### config.mk
export PLATFORM = sky130hd
export DESIGN_NAME = eth_tx_frame_arb_flat
export DESIGN_NICKNAME = d
export VERILOG_FILES = /design/src/rtl/eth_tx_frame_arb_if.sv /design/src/rtl/eth_tx_frame_arb.sv /design/src/flat_wrapper.sv
export SDC_FILE = /design/constraint.sdc
export NUM_CORES = 1
export LEC_CHECK = 0
export BUFFER_PORTS_ARGS = -buffer_cell sky130_fd_sc_hd__clkbuf_2
export CAP_MARGIN = 25
export CELL_PAD_IN_SITES_DETAIL_PLACEMENT = 0
export CELL_PAD_IN_SITES_GLOBAL_PLACEMENT = 1
export CORE_ASPECT_RATIO = 0.6
export CORE_MARGIN = 5
export CORE_UTILIZATION = 27
export CTS_CLUSTER_SIZE = 16
export DETAILED_ROUTE_END_ITERATION = 10
export PLACE_DENSITY = 0.89
export REMOVE_ABC_BUFFERS = 1
export SETUP_SLACK_MARGIN = 0.2
export SYNTH_ARGS = -nofsm -noshare
export SYNTH_HDL_FRONTEND = slang
export SYNTH_SLANG_ARGS = --single-unit
### constraint.sdc
create_clock -name clk_app_i -period 2.3 [get_ports clk_app_i]
set_input_delay 0.23 -clock clk_app_i [delete_from_list [all_inputs] [get_ports clk_app_i]]
set_output_delay 0.23 -clock clk_app_i [all_outputs]
set_load 0.05 [all_outputs]
### src/rtl/eth_tx_frame_arb_if.sv
// Handshake bundle between two frame requesters, the arbiter and the MAC
// direct-access TX port. The arbiter takes the slave view; the requesters
// and the MAC together form the master view.
interface eth_tx_frame_arb_if;
  logic        rq0_valid;
  logic [31:0] rq0_data;
  logic        rq0_start;
  logic        rq0_end;
  logic [1:0]  rq0_bytesel;
  logic        rq0_ready;
  logic [7:0]  rq0_status;
  logic        rq0_status_valid;

  logic        rq1_valid;
  logic [31:0] rq1_data;
  logic        rq1_start;
  logic        rq1_end;
  logic [1:0]  rq1_bytesel;
  logic        rq1_ready;
  logic [7:0]  rq1_status;
  logic        rq1_status_valid;

  logic        tx_valid;
  logic [31:0] tx_data;
  logic        tx_start;
  logic        tx_end;
  logic [1:0]  tx_bytesel;
  logic        tx_ready;
  logic [7:0]  tx_status;
  logic        tx_status_valid;

  modport slave (
    input  rq0_valid, rq0_data, rq0_start, rq0_end, rq0_bytesel,
    input  rq1_valid, rq1_data, rq1_start, rq1_end, rq1_bytesel,
    input  tx_ready, tx_status, tx_status_valid,
    output rq0_ready, rq0_status, rq0_status_valid,
    output rq1_ready, rq1_status, rq1_status_valid,
    output tx_valid, tx_data, tx_start, tx_end, tx_bytesel
  );

  modport master (
    output rq0_valid, rq0_data, rq0_start, rq0_end, rq0_bytesel,
    output rq1_valid, rq1_data, rq1_start, rq1_end, rq1_bytesel,
    output tx_ready, tx_status, tx_status_valid,
    input  rq0_ready, rq0_status, rq0_status_valid,
    input  rq1_ready, rq1_status, rq1_status_valid,
    input  tx_valid, tx_data, tx_start, tx_end, tx_bytesel
  );
endinterface

### src/rtl/eth_tx_frame_arb.sv
// Frame-atomic round-robin arbiter for the MAC TX data path. Two requesters
// compete for whole frames; a small owner FIFO remembers who sent each
// outstanding frame so the per-frame TX status returns to the right source.
module eth_tx_frame_arb #(
  parameter int STAT_DEPTH = 4,
  parameter int PTR_W      = 2
) (
  input  logic              clk_app_i,
  input  logic              rst_clk_app_n,
  input  logic              arb_en_i,
  eth_tx_frame_arb_if.slave bus,
  output logic              owner_o,
  output logic              busy_o,
  output logic [7:0]        drop_cnt_o,
  output logic              orphan_o
);

  typedef enum logic {IDLE, XFER} state_t;

  state_t           state_q, state_d;
  logic             owner_q, owner_d;
  logic             last_q, last_d;
  logic [PTR_W-1:0] wr_ptr_q, rd_ptr_q;
  logic [PTR_W:0]   cnt_q;
  logic [7:0]       drop_cnt_q;
  logic             fifo_mem [STAT_DEPTH];

  logic elig0, elig1, win;
  logic drop_any, beat;
  logic fifo_full, fifo_empty;
  logic push, pop, pop_id;

  assign elig0      = bus.rq0_valid & bus.rq0_start;
  assign elig1      = bus.rq1_valid & bus.rq1_start;
  assign fifo_full  = (cnt_q == (PTR_W+1)'(STAT_DEPTH));
  assign fifo_empty = (cnt_q == '0);
  assign pop        = bus.tx_status_valid & ~fifo_empty;
  assign pop_id     = fifo_mem[rd_ptr_q];
  // A start beat on a full FIFO only slips through if a slot frees this cycle.
  assign push       = beat & bus.tx_start & (~fifo_full | pop);

  // Arbitration, drop handling and the owner-driven TX mux.
  always_comb begin
    state_d        = state_q;
    owner_d        = owner_q;
    last_d         = last_q;
    win            = 1'b0;
    drop_any       = 1'b0;
    beat           = 1'b0;
    bus.rq0_ready  = 1'b0;
    bus.rq1_ready  = 1'b0;
    bus.tx_valid   = 1'b0;
    bus.tx_data    = '0;
    bus.tx_start   = 1'b0;
    bus.tx_end     = 1'b0;
    bus.tx_bytesel = '0;
    case (state_q)
      IDLE: begin
        // Beats arriving outside a frame are swallowed so a stray source
        // cannot stall; both dropping together still counts once.
        bus.rq0_ready = bus.rq0_valid & ~bus.rq0_start;
        bus.rq1_ready = bus.rq1_valid & ~bus.rq1_start;
        drop_any      = bus.rq0_ready | bus.rq1_ready;
        if (arb_en_i && (elig0 || elig1) && (!fifo_full || pop)) begin
          win     = (elig0 && elig1) ? ~last_q : elig1;
          state_d = XFER;
          owner_d = win;
        end
      end
      XFER: begin
        if (owner_q) begin
          bus.tx_valid   = bus.rq1_valid;
          bus.tx_data    = bus.rq1_data;
          bus.tx_start   = bus.rq1_start;
          bus.tx_end     = bus.rq1_end;
          bus.tx_bytesel = bus.rq1_bytesel;
          bus.rq1_ready  = bus.tx_ready;
        end else begin
          bus.tx_valid   = bus.rq0_valid;
          bus.tx_data    = bus.rq0_data;
          bus.tx_start   = bus.rq0_start;
          bus.tx_end     = bus.rq0_end;
          bus.tx_bytesel = bus.rq0_bytesel;
          bus.rq0_ready  = bus.tx_ready;
        end
        beat = bus.tx_valid & bus.tx_ready;
        if (beat && bus.tx_end) begin
          state_d = IDLE;
          last_d  = owner_q;
        end
      end
      default: state_d = IDLE;
    endcase
  end

  // Control state: FSM, grant pointer, FIFO pointers/occupancy, drop counter.
  always_ff @(posedge clk_app_i or negedge rst_clk_app_n) begin
    if (!rst_clk_app_n) begin
      state_q    <= IDLE;
      owner_q    <= 1'b0;
      last_q     <= 1'b1;
      wr_ptr_q   <= '0;
      rd_ptr_q   <= '0;
      cnt_q      <= '0;
      drop_cnt_q <= '0;
    end else begin
      state_q <= state_d;
      owner_q <= owner_d;
      last_q  <= last_d;
      if (push) wr_ptr_q <= wr_ptr_q + PTR_W'(1);
      if (pop)  rd_ptr_q <= rd_ptr_q + PTR_W'(1);
      case ({push, pop})
        2'b10:   cnt_q <= cnt_q + (PTR_W+1)'(1);
        2'b01:   cnt_q <= cnt_q - (PTR_W+1)'(1);
        default: cnt_q <= cnt_q;
      endcase
      if (drop_any && drop_cnt_q != 8'hFF) drop_cnt_q <= drop_cnt_q + 8'd1;
    end
  end

  // Owner ids of outstanding frames; validity is tracked by the pointers.
  always_ff @(posedge clk_app_i) begin
    if (push) fifo_mem[wr_ptr_q] <= owner_q;
  end

  assign bus.rq0_status_valid = pop & ~pop_id;
  assign bus.rq1_status_valid = pop & pop_id;
  assign bus.rq0_status       = (pop & ~pop_id) ? bus.tx_status : 8'h00;
  assign bus.rq1_status       = (pop & pop_id)  ? bus.tx_status : 8'h00;

  assign owner_o    = owner_q;
  assign busy_o     = (state_q == XFER);
  assign drop_cnt_o = drop_cnt_q;
  assign orphan_o   = bus.tx_status_valid & fifo_empty;

endmodule
### src/flat_wrapper.sv
// flat-port wrapper written by rule: the top's interface ports become plain ports
module eth_tx_frame_arb_flat 
#(
  parameter int STAT_DEPTH = 4,
  parameter int PTR_W      = 2
)
  (clk_app_i, rst_clk_app_n, arb_en_i, owner_o, busy_o, drop_cnt_o, orphan_o, bus_rq0_valid, bus_rq0_data, bus_rq0_start, bus_rq0_end, bus_rq0_bytesel, bus_rq1_valid, bus_rq1_data, bus_rq1_start, bus_rq1_end, bus_rq1_bytesel, bus_tx_ready, bus_tx_status, bus_tx_status_valid, bus_rq0_ready, bus_rq0_status, bus_rq0_status_valid, bus_rq1_ready, bus_rq1_status, bus_rq1_status_valid, bus_tx_valid, bus_tx_data, bus_tx_start, bus_tx_end, bus_tx_bytesel);
  eth_tx_frame_arb_if bus_i ();
  input  logic clk_app_i;
  input  logic rst_clk_app_n;
  input  logic arb_en_i;
  output logic owner_o;
  output logic busy_o;
  output logic [7:0] drop_cnt_o;
  output logic orphan_o;
  input wire logic [$bits(bus_i.rq0_valid)-1:0] bus_rq0_valid;
  input wire logic [$bits(bus_i.rq0_data)-1:0] bus_rq0_data;
  input wire logic [$bits(bus_i.rq0_start)-1:0] bus_rq0_start;
  input wire logic [$bits(bus_i.rq0_end)-1:0] bus_rq0_end;
  input wire logic [$bits(bus_i.rq0_bytesel)-1:0] bus_rq0_bytesel;
  input wire logic [$bits(bus_i.rq1_valid)-1:0] bus_rq1_valid;
  input wire logic [$bits(bus_i.rq1_data)-1:0] bus_rq1_data;
  input wire logic [$bits(bus_i.rq1_start)-1:0] bus_rq1_start;
  input wire logic [$bits(bus_i.rq1_end)-1:0] bus_rq1_end;
  input wire logic [$bits(bus_i.rq1_bytesel)-1:0] bus_rq1_bytesel;
  input wire logic [$bits(bus_i.tx_ready)-1:0] bus_tx_ready;
  input wire logic [$bits(bus_i.tx_status)-1:0] bus_tx_status;
  input wire logic [$bits(bus_i.tx_status_valid)-1:0] bus_tx_status_valid;
  output wire logic [$bits(bus_i.rq0_ready)-1:0] bus_rq0_ready;
  output wire logic [$bits(bus_i.rq0_status)-1:0] bus_rq0_status;
  output wire logic [$bits(bus_i.rq0_status_valid)-1:0] bus_rq0_status_valid;
  output wire logic [$bits(bus_i.rq1_ready)-1:0] bus_rq1_ready;
  output wire logic [$bits(bus_i.rq1_status)-1:0] bus_rq1_status;
  output wire logic [$bits(bus_i.rq1_status_valid)-1:0] bus_rq1_status_valid;
  output wire logic [$bits(bus_i.tx_valid)-1:0] bus_tx_valid;
  output wire logic [$bits(bus_i.tx_data)-1:0] bus_tx_data;
  output wire logic [$bits(bus_i.tx_start)-1:0] bus_tx_start;
  output wire logic [$bits(bus_i.tx_end)-1:0] bus_tx_end;
  output wire logic [$bits(bus_i.tx_bytesel)-1:0] bus_tx_bytesel;
  assign bus_i.rq0_valid = bus_rq0_valid;
  assign bus_i.rq0_data = bus_rq0_data;
  assign bus_i.rq0_start = bus_rq0_start;
  assign bus_i.rq0_end = bus_rq0_end;
  assign bus_i.rq0_bytesel = bus_rq0_bytesel;
  assign bus_i.rq1_valid = bus_rq1_valid;
  assign bus_i.rq1_data = bus_rq1_data;
  assign bus_i.rq1_start = bus_rq1_start;
  assign bus_i.rq1_end = bus_rq1_end;
  assign bus_i.rq1_bytesel = bus_rq1_bytesel;
  assign bus_i.tx_ready = bus_tx_ready;
  assign bus_i.tx_status = bus_tx_status;
  assign bus_i.tx_status_valid = bus_tx_status_valid;
  assign bus_rq0_ready = bus_i.rq0_ready;
  assign bus_rq0_status = bus_i.rq0_status;
  assign bus_rq0_status_valid = bus_i.rq0_status_valid;
  assign bus_rq1_ready = bus_i.rq1_ready;
  assign bus_rq1_status = bus_i.rq1_status;
  assign bus_rq1_status_valid = bus_i.rq1_status_valid;
  assign bus_tx_valid = bus_i.tx_valid;
  assign bus_tx_data = bus_i.tx_data;
  assign bus_tx_start = bus_i.tx_start;
  assign bus_tx_end = bus_i.tx_end;
  assign bus_tx_bytesel = bus_i.tx_bytesel;
  eth_tx_frame_arb #(.STAT_DEPTH(STAT_DEPTH), .PTR_W(PTR_W)) u_core (.clk_app_i(clk_app_i), .rst_clk_app_n(rst_clk_app_n), .arb_en_i(arb_en_i), .bus(bus_i), .owner_o(owner_o), .busy_o(busy_o), .drop_cnt_o(drop_cnt_o), .orphan_o(orphan_o));
endmodule
==> results of run 1 <==
## Yosys cell counts, types with 2 or more instances
cell / count / area, um2
nand3_1: 8 / 40.04
a31oi_1: 3 / 18.77
nor4b_1: 2 / 17.52
clkbuf_1: 12 / 45.04
nor3_1: 2 / 10.01
nand4_1: 3 / 18.77
o21ai_0: 5 / 25.02
dfrtp_1: 17 / 425.4
nor2_1: 10 / 37.54
ha_1: 5 / 62.56
edfxtp_1: 4 / 120.1
nand2b_1: 3 / 18.77
mux2i_1: 38 / 380.4
and2_1: 7 / 43.79
a21oi_1: 3 / 15.01
nand2_1: 17 / 63.81
mux2_2: 5 / 56.30
inv_1: 5 / 18.77
and3_1: 8 / 50.05
xnor2_1: 3 / 26.28
nor2b_1: 37 / 231.5
a21o_1: 2 / 15.01
xor2_1: 5 / 43.79
## critical path, stage by stage, from the launching register on
cell and delay [ps]:
dfrtp_2 490, buf_12 280, mux2_2 380, and2_1 170, clkbuf_2 240
## flip-flops by register name, indices dropped and copies added (netlist names)
signal             flops
u_core.busy_o          1
u_core.cnt_q           3
u_core.drop_cnt_o      8
u_core.fifo_mem        4
u_core.last_q          1
u_core.owner_o         1
u_core.rd_ptr_q        2
u_core.wr_ptr_q        2
## area by class of cell
type	count	share of cell area, %
Timing Repair Buffer	160	27.98
Inverter	5	0.6321
Multi-Input combinational cell	181	45.26
Clock buffer	4	2.992
Sequential cell	22	19.30
Tap cell	91	3.835
## cell families (layout without fill, tap and decap cells)
family | after synthesis | count (layout)
AND/OR/NAND/NOR | 101 | 101
buffers and inverters | 18 | 169
flip-flops | 22 | 22
AO/OA/AOI/OAI | 21 | 21
XOR/XNOR | 8 | 8
adder cells (fa/ha/maj) | 6 | 6
multiplexers | 44 | 45
## what timing repair did
action,in CTS,in global routing
setup endpoints to repair,18,18
resized for setup,3,4
hold endpoints to repair,17,0
hold buffers,1,0
pin swaps,0,0
gates cloned,0,1
setup buffers,0,0
## worst max-delay path by stage
stage | to | cells past startpoint | slack [ps]
finish | bus_tx_valid | 4 | 260
global route | bus_tx_valid | 4 | 160
CTS | bus_tx_valid | 4 | 230
detailed placement | bus_tx_valid | 4 | 240
global placement | bus_tx_valid | 4 | 270
floorplan | u_core.cnt_q[1]$_DFFE_PN0P_ | 5 | -1180
## power groups by stage
stage	Clock, W	Sequential, W	Combinational (W)
after floorplan	0	0.00112	0.00207
after global placement	0	0.000748	0.00314
after detailed placement	0	0.000762	0.00317
after CTS	0.000410	0.000761	0.00320
after global routing	0.000428	0.000807	0.00339
final	0.000401	0.000773	0.00319
## metal layers
layer	share of wire, %	global-route usage [%]	vias up
li1	-	-	1078
met1	39	14.44	969
met2	52	22.13	78
met3	7.9	4.154	4
met4	0.29	1.523	0
met5	0	0	-
## stage by stage
| step | setup WS (ps) | power (W) | setup TNS, ps | cells |
|---|---|---|---|---|
| global placement | 267.7 | 0.003886 | 0 | 457 |
| finish | 258.6 | 0.004362 | 0 | 463 |
| floorplan | -1179 | 0.003192 | -36120 | 207 |
| global route | 161.0 | 0.004624 | 0 | 463 |
| detailed placement | 237.7 | 0.003931 | 0 | 457 |
| CTS | 225.5 | 0.004367 | 0 | 462 |
==> flow_summary.toml, run 1 <==
[outcome]
status = "finished clean"

[power]
power_density_nw_per_um2 = 1469
p_seq_share_pct = 17.7
internal_power_w = 0.001750
p_clk_share_pct = 9.2
pwr-share-comb_pct = 73.1
vdd_drop_max_mv = 0.9207
swShare_pct = 59.88
p_leak_nw = 1.522
p_switching_w = 0.002612

[worst_hold_path]
holdPathEnd = "u_core.last_q$_DFFE_PN1P_"
hold_class = "in2reg"
hold_start = "bus_rq1_end"
hold_depth = 3

[cells_and_area]
fin_area_um2 = 2969
layout_common_cells = "clkbuf_2, mux2i_1, nor2b_1"
syn2layout_area_growth_pct = 52.02
seqCellArea_um2 = 573.1
final_common_cell = "clkbuf_2"
drive_gt1_share_pct = 47.04
fill_cells = 704
finish.utilization_pct = 41.54
multi_input_area_um2 = 1344
diodes = 0
nets = 466

[setup_path]
critical_path_class = "reg2out"
crit_path_start_kind = "flop"
ff2ff_path_depth = 4
critical_path.reg2reg.startpoint = "u_core.owner_o$_DFFE_PN0P_"
r2r_slack_ps = 330
r2r_end = "u_core.cnt_q[1]$_DFFE_PN0P_"
cp.arrival_ps = 1810
required_ps = 2070
critPathMaxFanout = 42
startpoint = "u_core.owner_o$_DFFE_PN0P_"
end_kind = "output pin"

[synthesis]
synthCells = 220
synth_area_um2 = 1953
synth-async-reset-ratio_pct = 81.82
yosys.area_share.simple_pct = 28.76
synthFlopType = "dfrtp_1"
ys.warnings.count = 0
avgSynthCellArea_um2 = 8.878
synth_fa_ha_area_share_pct = 4.228
ys_types = 39
synthMuxAreaShare_pct = 23.51
ys_ff_latch = 22
synth_top_family_by_area = "simple AND/OR/NAND/NOR gates"
synth-compound-area-share_pct = 6.983
ys_seq_area_share_pct = 29.28
synth_edf_count = 4
synthXorXnorAreaFrac_pct = 3.587

[sta]
max_freq_ghz = 0.4899
slew_violations = 0
finClkSkew_ps = 2.069
setup_viol = 0
hold_viol = 0
rsz0062_at_grt = "yes"
fin_crit_sh_pct = 88.76
min_period_ps = 2041
hold_slack_ps = 305.4
worst_pin_slew_ps = 744.4
relSlewSlack_pct = 49.67

[die]
core-area_um2 = 7147
start_util_pct = 27.33
die_height_um = 75.88
fp.dieW_um = 119.8
io_pins = 155
die-area_um2 = 9090
rows = 24

[drt]
postRouteAntennaNets = 0
drt_iter0_drc = 98
wl_um = 6109
remaining_drc_errors = 0
vias = 2129
wl_per_cell_um = 13.19
drt-pass1-iter-count = 4
vias_per_cell = 4.598

[global_route]
grt_first_pass_wirelength_um = 9190
antenna_found_initial = 0
grt_pass1_vias = 2042
overflow = 0
grt_usage_pct = 12.08
grt_max_degree = 43

[cts]
cts_root_buffer = "clkbuf_16"
clk_latency_ps = 250
cts_max_path_buffers = 2
h-tree-depth = 1
clkTransAtPathRegs_ps = 60
numCtsBuffers = 3
tritoncts = "done"
clock-sinks = 22

[run]
maxCapViolations = 0

[placed_design]
placed_area_um2 = 2824
portBuffers = 154
place.gp.congestion = 0.7924
dp_hpwl_um = 4944
Power figures use the tool's default switching activity.
==> inputs of run 2 (changes only) <==
--- a/config.mk
+++ b/config.mk
@@ -10,7 +10,7 @@
 export CELL_PAD_IN_SITES_DETAIL_PLACEMENT = 0
 export CELL_PAD_IN_SITES_GLOBAL_PLACEMENT = 1
 export CORE_ASPECT_RATIO = 0.6
-export CORE_MARGIN = 5
+export CORE_MARGIN = 4
 export CORE_UTILIZATION = 27
 export CTS_CLUSTER_SIZE = 16
 export DETAILED_ROUTE_END_ITERATION = 10
==> run 2 against run 1 <==
Register-to-register slack improved by 20 ps. Clock skew increased by 1.8 ps. Setup slack improved by 29 ps. Worst hold slack worse by 7.0 ps. Largest cell class unchanged. Highest routed layer unchanged.
==> flow_summary.toml, run 2 (synthesized netlist as in run 1, its figures left out) <==
[setup_path]
cp.arrival_ps = 1780
critPathMaxStageDelay_ps = 450
worstPathCellList = "buf_12, mux2_2, and2_1, clkbuf_2"
required_ps = 2070
cp_num_buf_inv = 2
critPathMaxFanout = 43
crit_slowest_cell = "dfrtp_2"
crit_path_start_kind = "flop"
end_kind = "output pin"
critical_path_class = "reg2out"
path_delay_family = "buffers and inverters"

[sta]
slew_violations = 0
setup_viol = 0
fin_crit_sh_pct = 87.49
min_period_ps = 2012
hold_slack_ps = 298.4
worst_pin_slew_ps = 682.7
relSlewSlack_pct = 53.31
hold_viol = 0
finClkSkew_ps = 3.881
rsz0062_at_grt = "no"
max_freq_ghz = 0.4970
setup_tns_ps = 0

[worst_hold_path]
hold_class = "in2reg"

[placed_design]
portBuffers = 154
dp_hpwl_um = 4753
place.gp.congestion = 0.8524
placed_area_um2 = 2831
dp_cells = 453

[drt]
wl_um = 5940
wl_met2_um = 2932
wl_met1_um = 2516
postRouteAntennaNets = 0
wl_per_cell_um = 12.91
remaining_drc_errors = 0
vias_per_cell = 4.661
top_layer_used = "met4"
drt_iter0_drc = 103
vias = 2144
route.met3.wl_um = 432
drt-pass1-iter-count = 4

[cells_and_area]
syn2layout_area_growth_pct = 52.59
fill_cells = 682
layout_common_cells = "clkbuf_2, mux2i_1, nor2b_1"
fin_area_um2 = 2980
final_common_cell = "clkbuf_2"
finish.utilization_pct = 43.51
diodes = 0
nets = 467
drive_gt1_share_pct = 46.65
final_cells = 460
largest_reg_flops = 8

[die]
io_pins = 155
die-area_um2 = 8703
rows = 23
die_height_um = 73.88
core-area_um2 = 6849
start_util_pct = 28.52
fp.dieW_um = 117.8

[cts]
post_cts_buffers = 0
numCtsBuffers = 3
h-tree-depth = 1
cts_max_path_buffers = 2
tritoncts = "done"
clkTransAtPathRegs_ps = 60
clk_latency_ps = 250
clock-sinks = 22
cts_root_buffer = "clkbuf_16"

[global_route]
grt_max_degree = 44
grt_pass1_vias = 1948
grt_first_pass_wirelength_um = 8742
overflow = 0
antenna_found_initial = 0
grt_usage_pct = 11.94

[outcome]
status = "finished clean"

[run]
maxCapViolations = 0

[power]
power_density_nw_per_um2 = 1462
p_leak_nw = 1.530
vdd_drop_max_mv = 0.5752
## run 2: changes by cell type in the layout (fill, tap and decap cells not counted), sizes merged
cell    previous run  this run
buf                6         5
clkbuf           157       158
mux4               2         3
## run 2: layer usage
metal / up-vias / GRT usage (%)
li1: 1080 / -
met1: 974 / 14.64
met2: 84 / 21.63
met3: 6 / 3.308
met4: 0 / 1.948
met5: - / 0
## run 2: where the power goes
part           internal [W]  leakage (nW)  switching (W)
logic              0.000928          1.24        0.00223
registers          0.000558         0.245       0.000236
clock network      0.000265        0.0442       0.000137
## run 2: path summary, 6_finish.rpt
path                                                  startpoint                                to  slack, ps  cells past startpoint
worst max-delay path                  u_core.owner_o$_DFFE_PN0P_                      bus_tx_valid        290                      4
worst min-delay path                                 bus_rq1_end         u_core.last_q$_DFFE_PN1P_        300                      3
worst max register to register        u_core.owner_o$_DFFE_PN0P_       u_core.cnt_q[2]$_DFFE_PN0P_        350                      6
worst min register to register  u_core.drop_cnt_o[0]$_DFFE_PN0P_  u_core.drop_cnt_o[0]$_DFFE_PN0P_        530                      1
max in group asynchronous                          rst_clk_app_n        u_core.owner_o$_DFFE_PN0P_       1500                      2
min in group asynchronous                          rst_clk_app_n  u_core.drop_cnt_o[4]$_DFFE_PN0P_        450                      2
## run 2: what timing repair did
| item | CTS | global route |
|---|---|---|
| setup endpoints to repair | 0 | 16 |
| hold endpoints to repair | 17 | 0 |
| resized for setup | 0 | 2 |
| hold buffers | 1 | 0 |
## run 2: metrics by stage
| step | setup WS, ps | power (W) |
|---|---|---|
| 2_1_floorplan | -1179 | 0.003192 |
| 3_5_place_dp | 357.1 | 0.003918 |
| 6_report | 287.8 | 0.004357 |
| 3_3_place_gp | 454.6 | 0.003879 |
| 5_1_grt | 207.7 | 0.004619 |
| 4_1_cts | 246.5 | 0.004330 |
## run 2: final cells by class
type	count	area [um2]	area share [%]
well taps	87	108.9	3.652
inverters	5	18.77	0.6297
repair buffers	160	830.8	27.88
multi-input cells	182	1359	45.59
flip-flops and latches	22	574.3	19.27
clock buffers	4	88.84	2.981
## run 2: worst reg2reg max path: cells and delay by family, from the launching register on
family / cells / cell delay (ps)
compound gates: 2 / 560
flops: 1 / 460
fa+ha+maj: 1 / 410
mux: 1 / 180
xor+xnor: 1 / 150
buf+inv: 1 / 110
